===== src/rtl/btn_pkg.sv =====
// Shared definitions for the button event path: FSM encoding, counter width, default timings.
// Latency: n/a (declarations only).
// Backpressure: n/a; event consumers must accept one-cycle pulses.
package btn_pkg;

  localparam int BTN_CNT_W = 25;

  // Defaults tuned for a 27 MHz clock, kept alongside the debouncer tuning.
  localparam logic [BTN_CNT_W-1:0] LONG_CNT_DEF   = 25'd13500000; // 0.5 s
  localparam logic [BTN_CNT_W-1:0] REPEAT_CNT_DEF = 25'd2700000;  // 0.1 s
  localparam logic [BTN_CNT_W-1:0] DBL_CNT_DEF    = 25'd8100000;  // 0.3 s

  typedef enum logic [1:0] {
    IDLE    = 2'd0,
    PRESSED = 2'd1,
    HELD    = 2'd2
  } state_t;

endpackage


===== src/rtl/btn_event_timer.sv =====
// Cycle counter with synchronous clear/enable and a terminal-count flag (count == limit-1).
// Latency: tc is combinational from the registered count; count updates one edge after en.
// Backpressure: none; the owner clears the counter on every hit so it never wraps.
module btn_event_timer
  import btn_pkg::*;
(
  input  logic                 clk,
  input  logic                 rst,
  input  logic                 clr,
  input  logic                 en,
  input  logic [BTN_CNT_W-1:0] limit,
  output logic                 tc
);

  logic [BTN_CNT_W-1:0] count;

  // Count up while enabled; clear has priority over enable.
  always_ff @(posedge clk) begin
    if (rst || clr) begin
      count <= '0;
    end else if (en) begin
      count <= count + 1'b1;
    end
  end

  assign tc = (count == (limit - 1'b1));

endmodule


===== src/rtl/btn_event_decoder.sv =====
// Turns a debounced active-low button level into press/release/long/repeat pulses (+ double-click with BTN_EVENT_DBL_EN).
// Latency: every event registers on the edge that samples the qualifying edge or count (1 cycle after btn moves).
// Backpressure: none; all outputs are single-cycle registered pulses, plus the held level.
module btn_event_decoder
  import btn_pkg::*;
#(
  parameter logic [BTN_CNT_W-1:0] LONG_CNT   = LONG_CNT_DEF,
  parameter logic [BTN_CNT_W-1:0] REPEAT_CNT = REPEAT_CNT_DEF
`ifdef BTN_EVENT_DBL_EN
  ,
  parameter logic [BTN_CNT_W-1:0] DBL_CNT    = DBL_CNT_DEF
`endif
) (
  input  logic clk,
  input  logic rst,
  input  logic btn,
  output logic evt_press,
  output logic evt_release,
  output logic evt_long,
  output logic evt_repeat,
`ifdef BTN_EVENT_DBL_EN
  output logic evt_dbl,
`endif
  output logic held
);

  // Thresholds below 2 would make the terminal count collide with the clear value.
  if (LONG_CNT < 2) begin : g_bad_long
    $error("btn_event_decoder: LONG_CNT must be >= 2");
  end
  if (REPEAT_CNT < 2) begin : g_bad_repeat
    $error("btn_event_decoder: REPEAT_CNT must be >= 2");
  end

  state_t               state;
  logic                 btn_q;
  logic                 fall;
  logic                 rise;
  logic                 hold_clr;
  logic                 hold_en;
  logic                 hold_tc;
  logic [BTN_CNT_W-1:0] hold_limit;

  assign fall = ~btn & btn_q;
  assign rise = btn & ~btn_q;

  // One counter serves both phases: it times LONG_CNT in PRESSED, then REPEAT_CNT periods in HELD.
  assign hold_en    = (state != IDLE);
  assign hold_clr   = (state == IDLE) | rise | hold_tc;
  assign hold_limit = (state == HELD) ? REPEAT_CNT : LONG_CNT;

  btn_event_timer u_hold_timer (
    .clk   (clk),
    .rst   (rst),
    .clr   (hold_clr),
    .en    (hold_en),
    .limit (hold_limit),
    .tc    (hold_tc)
  );

  // Main FSM; release wins over a coincident threshold hit.
  always_ff @(posedge clk) begin
    if (rst) begin
      state       <= IDLE;
      btn_q       <= 1'b1;
      evt_press   <= 1'b0;
      evt_release <= 1'b0;
      evt_long    <= 1'b0;
      evt_repeat  <= 1'b0;
      held        <= 1'b0;
    end else begin
      btn_q       <= btn;
      evt_press   <= 1'b0;
      evt_release <= 1'b0;
      evt_long    <= 1'b0;
      evt_repeat  <= 1'b0;
      case (state)
        IDLE: begin
          if (fall) begin
            evt_press <= 1'b1;
            held      <= 1'b1;
            state     <= PRESSED;
          end
        end
        PRESSED: begin
          if (rise) begin
            evt_release <= 1'b1;
            held        <= 1'b0;
            state       <= IDLE;
          end else if (hold_tc) begin
            evt_long <= 1'b1;
            state    <= HELD;
          end
        end
        HELD: begin
          if (rise) begin
            evt_release <= 1'b1;
            held        <= 1'b0;
            state       <= IDLE;
          end else if (hold_tc) begin
            evt_repeat <= 1'b1;
          end
        end
        default: begin
          state <= IDLE;
          held  <= 1'b0;
        end
      endcase
    end
  end

`ifdef BTN_EVENT_DBL_EN
  logic armed;
  logic win_tc;

  // Window counter idles at zero while disarmed, so arming loads it with 0.
  btn_event_timer u_dbl_timer (
    .clk   (clk),
    .rst   (rst),
    .clr   (~armed),
    .en    (armed),
    .limit (DBL_CNT),
    .tc    (win_tc)
  );

  // Double-click tracking: only a short press arms; a fall while armed fires and disarms.
  // The window is dropped at DBL_CNT-1, so while armed the count is always below DBL_CNT.
  always_ff @(posedge clk) begin
    if (rst) begin
      armed   <= 1'b0;
      evt_dbl <= 1'b0;
    end else begin
      evt_dbl <= 1'b0;
      if ((state == IDLE) && fall && armed) begin
        evt_dbl <= 1'b1;
        armed   <= 1'b0;
      end else if ((state == PRESSED) && rise) begin
        armed <= 1'b1;
      end else if (armed && win_tc) begin
        armed <= 1'b0;
      end
    end
  end
`endif

endmodule


===== config.mk =====
export PLATFORM = sky130hd
export DESIGN_NAME = btn_event_decoder
export DESIGN_NICKNAME = d
export VERILOG_FILES = /design/src/rtl/btn_pkg.sv /design/src/rtl/btn_event_timer.sv /design/src/rtl/btn_event_decoder.sv
export SDC_FILE = /design/constraint.sdc
export NUM_CORES = 1
export LEC_CHECK = 0
export ABC_CLOCK_PERIOD_IN_PS = 4430
export CAP_MARGIN = 25
export CORE_UTILIZATION = 55
export CTS_CLUSTER_DIAMETER = 30
export CTS_CLUSTER_SIZE = 40
export DETAILED_ROUTE_END_ITERATION = 7
export PLACE_DENSITY = 0.74
export SLEW_MARGIN = 20
export SYNTH_ARGS = -nofsm -noshare
export SYNTH_HDL_FRONTEND = slang
export SYNTH_SLANG_ARGS = --single-unit

===== constraint.sdc =====
create_clock -name clk -period 4.43 [get_ports clk]
set_input_delay 0.886 -clock clk [delete_from_list [all_inputs] [get_ports clk]]
set_output_delay 0.886 -clock clk [all_outputs]
set_load 0.02 [all_outputs]

==> results.toml, run 1 <==
[critical_path]
cp.required_ps = 4690
worstSetupStartpoint = "btn"
endpoint_kind = "register"
reg2reg_from = "u_hold_timer.count[0]"
cp-start-kind = "input pin"
critPathKind = "input pin to register"
crit_arrival_ps = 2820
cp_max_fo = 25

[clocking]
ctsRootBufferMaster = "clkbuf_4"
cts_tree = "built"
clk_pin_slew_worst_paths_ps = 100
clk_latency_ps = 330
hold_buffers = 0
clk_path_buf_depth = 2
cts_setup_buffers = 0
cts_made_buffers = 5
numClockSinks = 33
cts_resized = 0
htree_levels = 2

[logic_synthesis]
yosysTopAreaCell = "dfxtp_1"
netlist_area_mm2 = 0.00172
async_reset_ff_frac = 0
synth_top_area_share = 0.383
synth.most_common_cell = "dfxtp_1"
yosysWarnings = 0
avgSynthCellArea_um2 = 9.69
synth_seq_cells = 33
synthTopCellsByArea = "dfxtp_1 (38%), nor2_4 (7.8%), xnor2_1 (7.6%)"
syn_nets = 185
synth_edf_count = 0
synth_common_cells = "dfxtp_1 (33), xnor2_1 (15), nor2_4 (12)"
synthCells = 178
synthFlopType = "dfxtp_1"
synth.distinct_cells = 41
synth_seq_area_share = 0.383

[global_route]
grt_pass1_wl_um = 5310
grt_max_degree = 26
antenna_found_initial = 0
track_usage = 0.211
grt_pass1_vias = 1210
gr-total-overflow = 0

[cells_and_area]
fillCellCount = 251
multiInputGateArea_um2 = 978
fin_nets = 194
syn_to_final_growth_pct = 5.44
drive_gt1_frac = 0.191
antenna_cells = 0
seq_area_um2 = 661

[run]
maxCapViolCount = 0

[sta]
period_share = 0.579
skew_ps = 4.78
setup_viol = 0
fin_crit_ps = 2560
layout_setup_ws_ps = 1870
worst_pin_slew_ps = 928
rsz0062_at_grt = "no"
tns_ps = 0
slew-limit-headroom = 0.381
drv_slew = 0
clock.fmax_mhz = 390
hold_viol_final = 0

[drt]
wirelength_um = 3030
vias = 1260
via_per_inst = 5.75
ant_nets = 0
first_pass_iters = 6
drt_iter0_markers = 43
drc = 2
wire_per_inst_um = 13.8

[status]
status = "finished with violations"
violations = "DRC"

[floorplan]
die_area_mm2 = 0.00336
rows = 19
chipHeight_um = 58.0
coreArea_mm2 = 0.00285
ios = 8
die_w_um = 58.0
start_util = 0.604

[pwr]
pwr-share-comb = 0.147
leakage_nw = 0.529
p_per_area_mw_per_mm2 = 305
ir_drop_uv = 225
intPower_uw = 394
p_seq_frac = 0.565
switching_share = 0.289
switchingPower_uw = 160
p_clk_frac = 0.288

[place]
io_buffers = 7
dpl.hpwl_um = 2150
place.gp.congestion = 0.796
pre_cts_slack_ps = 1510

[worst_hold_path]
hold_start = "u_hold_timer.count[0]"
min_path_type = "register to register"
layout by cell type (no fill, tap or decap), types with 2 or more instances in the layout:
cell type and instances:
nor2_2 8, nand4_1 4, dfxtp_1 33, nor4_1 10, a21oi_1 5, inv_1 5, ha_1 4, o21ai_0 3
nand3_2 3, nor3_1 3, nor2_1 9, clkdlybuf4s50_1 7, clkbuf_4 5, nand2b_1 4, xor2_1 7, nor2_4 12
clkinv_2 2, nor4b_1 3, and4b_1 2, xnor2_1 15, and3_1 4, nand3_1 10, nand2_1 10, nor2b_1 2
registers in the layout, indices dropped and copies added (netlist names):
name and count:
evt_long 1, evt_repeat 1, u_hold_timer.count 25, held 1
evt_release 1, state 2, evt_press 1, btn_q 1
path summary, 6_finish.rpt:
check	end	slack (ps)	cells after the start
worst max-delay path	u_hold_timer.count[11]	1870	4
worst min-delay path	u_hold_timer.count[0]	480	1
worst max register to register	u_hold_timer.count[6]	2030	6
worst min register to register	u_hold_timer.count[0]	480	1
power by group through the flow:
stage / clock network [mW] / logic, mW / registers [mW]
after detailed placement: 0 / 0.0814 / 0.320
after global placement: 0 / 0.0790 / 0.319
after CTS: 0.167 / 0.0815 / 0.313
after floorplan: 0 / 0.0733 / 0.323
final: 0.160 / 0.0813 / 0.313
after global routing: 0.179 / 0.0901 / 0.315
routing by layer:
metal / vias to the layer above / track usage / share of wire
li1: 643 / - / -
met4: 0 / 0.119 / 0.020
met2: 17 / 0.323 / 0.45
met3: 6 / 0.0536 / 0.037
met1: 594 / 0.272 / 0.49
met5: - / 0 / 0
worst max-delay path: stages:
cell	delay, ps
clkdlybuf4s50_1	440
nor2b_1	150
or4_2	1080
a21oi_1	260
final cells by class:
type                            instances  share of cell area
Clock buffer                            6              0.0227
Clock inverter                          2             0.00551
Inverter                                5              0.0103
Multi-Input combinational cell        135               0.538
Sequential cell                        33               0.363
Tap cell                               31              0.0213
Timing Repair Buffer                    7              0.0385
per-stage QoR:
step	hold slack, ps	utilization	instance area [um^2]	std cells	power (mW)
finish	484	0.637	1820	219	0.554
floorplan	439	-	1720	178	0.396
global route	517	0.637	1820	219	0.584
global placement	454	0.619	1770	211	0.398
CTS	488	0.637	1820	219	0.561
detailed placement	461	0.619	1770	211	0.401
kinds of logic after synthesis:
logic type,after synthesis,synth area share
and+or+nand+nor,97,0.383
muxes,1,0.00581
DFF,33,0.383
xor gates and xnor gates,22,0.112
AOI/OAI and AO/OA,11,0.0370
buffers and inverters,10,0.0501
adders and majority gates,4,0.0290
Power figures use the tool's default switching activity.
==> run 2, diff against run 1 <==
- ABC_CLOCK_PERIOD_IN_PS: 4430 -> 2200
- CORE_UTILIZATION: 55 -> 53
- clock period: 4.43 -> 2.2 ns (I/O delays scaled with it)
==> run 2 against run 1 <==
The run now ends clean. Cell count increased by 8.2%. Via count rose by 4.6%. Largest cell class unchanged. Sequential power grew 100%. Clock skew is 11 ps higher. Non-clock buffer count grew 5. Combinational power increased by 120%. Worst hold slack gained 8.2 ps. Power up 110%. Highest routed layer unchanged. Sequential share of layout area down 1.1 points. Critical path depth grew 3. Count of clock-buffer cells in the layout down 1.
==> results.toml, run 2 (synthesized netlist as in run 1, its figures left out) <==
[floorplan]
die_w_um = 59.0
rows = 20
coreArea_mm2 = 0.00308
chipHeight_um = 59.0
die_area_mm2 = 0.00349
start_util = 0.560
ios = 8

[global_route]
grt_pass1_wl_um = 5670
antenna_found_initial = 0
grt_max_degree = 15
track_usage = 0.224
grt_pass1_vias = 1275
gr-total-overflow = 0

[place]
dpl.hpwl_um = 2320
place.gp.congestion = 0.891
io_buffers = 7
post_dp_cell_area_mm2 = 0.00182

[clocking]
clk_latency_ps = 350
cts_tree = "built"
clk_path_buf_depth = 2
htree_levels = 2
clk_pin_slew_worst_paths_ps = 110
hold_buffers = 0
cts_made_buffers = 5
cts_resized = 0
numClockSinks = 33
cts_setup_buffers = 0
ctsRootBufferMaster = "clkbuf_4"

[cells_and_area]
layout_common_cells = "dfxtp_1 (33), xnor2_1 (15), nor2_4 (12)"
drive_gt1_frac = 0.218
design_area_mm2 = 0.00188
fillCellCount = 269
largest_reg_flops = 25
fin_util = 0.609
top_register = "u_hold_timer.count"
antenna_cells = 0
top_regs = "u_hold_timer.count (25), state (2)"
syn_to_final_growth_pct = 8.78
final_common_cell = "dfxtp_1"
fin_nets = 199

[critical_path]
cp.required_ps = 2480
cp_cell_sequence = "inv_1, ha_1, nand4b_1, a21oi_2, or4_2, buf_4, a21oi_1"
critPathKind = "register to register"
crit_buf_inv = 2
cp-start-kind = "register"
slowest_delay_ps = 560
cp_max_fo = 14
slowest_stage = "or4_2"
cp_top_family = "simple AND/OR/NAND/NOR gates"
crit_arrival_ps = 2260
endpoint_kind = "register"

[pwr]
leakage_nw = 0.553
ir_drop_uv = 391
p_per_area_mw_per_mm2 = 613

[sta]
clock.fmax_mhz = 505
worst_pin_slew_ps = 405
drv_slew = 0
hold_ws_ps = 492
fin_crit_ps = 1980
hold_viol_final = 0
skew_ps = 15.4
setup_viol = 0
slew-limit-headroom = 0.726
period_share = 0.901
rsz0062_at_grt = "no"
tns_ps = 0

[drt]
drc = 0
first_pass_iters = 4
via_per_inst = 5.56
wirelength_um = 3220
ant_nets = 0
wire_per_inst_um = 13.6
drt_iter0_markers = 52
vias = 1318

[run]
maxCapViolCount = 0

[worst_hold_path]
min_path_type = "register to register"

[status]
status = "completed"
run 2: metal layers:
layer / global-route usage / vias to the layer above / wire length (um)
met2: 0.347 / 28 / 1520
li1: - / 650 / -
met4: 0.116 / 0 / 53
met5: 0 / - / 0
met3: 0.0852 / 4 / 139
met1: 0.269 / 636 / 1510
run 2: final timing paths:
path / from / end / slack, ps / cells past startpoint
hold reg to reg: u_hold_timer.count[0] / u_hold_timer.count[0] / 490 / 1
hold / removal: u_hold_timer.count[0] / u_hold_timer.count[0] / 490 / 1
setup reg to reg: state[0] / u_hold_timer.count[11] / 220 / 7
setup / recovery: state[0] / u_hold_timer.count[11] / 220 / 7
run 2: cell type report:
| class | instances | area (um^2) | area share |
|---|---|---|---|
| Timing Repair Buffer | 12 | 108 | 0.0574 |
| Inverter | 5 | 18.8 | 0.0100 |
| Clock buffer | 5 | 37.5 | 0.0200 |
| Sequential cell | 33 | 661 | 0.352 |
| Clock inverter | 3 | 17.5 | 0.00934 |
| Multi-Input combinational cell | 135 | 978 | 0.522 |
| Tap cell | 44 | 55.1 | 0.0294 |
run 2: metrics by stage:
step	setup WS (ps)	cells	power, mW
5_1_grt	73.5	237	1.21
3_3_place_gp	109	229	0.814
3_5_place_dp	68.8	229	0.824
4_1_cts	196	237	1.16
6_report	218	237	1.15
2_1_floorplan	428	178	0.798
run 2: worst register-to-register path, cell delays in order, from the launching register on:
cell      delay (ps)
dfxtp_1          380
inv_1             80
ha_1             270
nand4b_1         150
a21oi_2           90
or4_2            560
buf_4            240
a21oi_1          140
run 2: power breakdown:
group	switching, mW	total (mW)	internal, mW
sequential	0.0144	0.630	0.616
clock	0.221	0.341	0.120
combinational	0.112	0.177	0.0649
==> run 3, diff against run 2 <==
- CTS_CLUSTER_DIAMETER: 30 -> 100
==> results of run 3 <==
Final layout, timing and power as in run 2 (identical DEF).
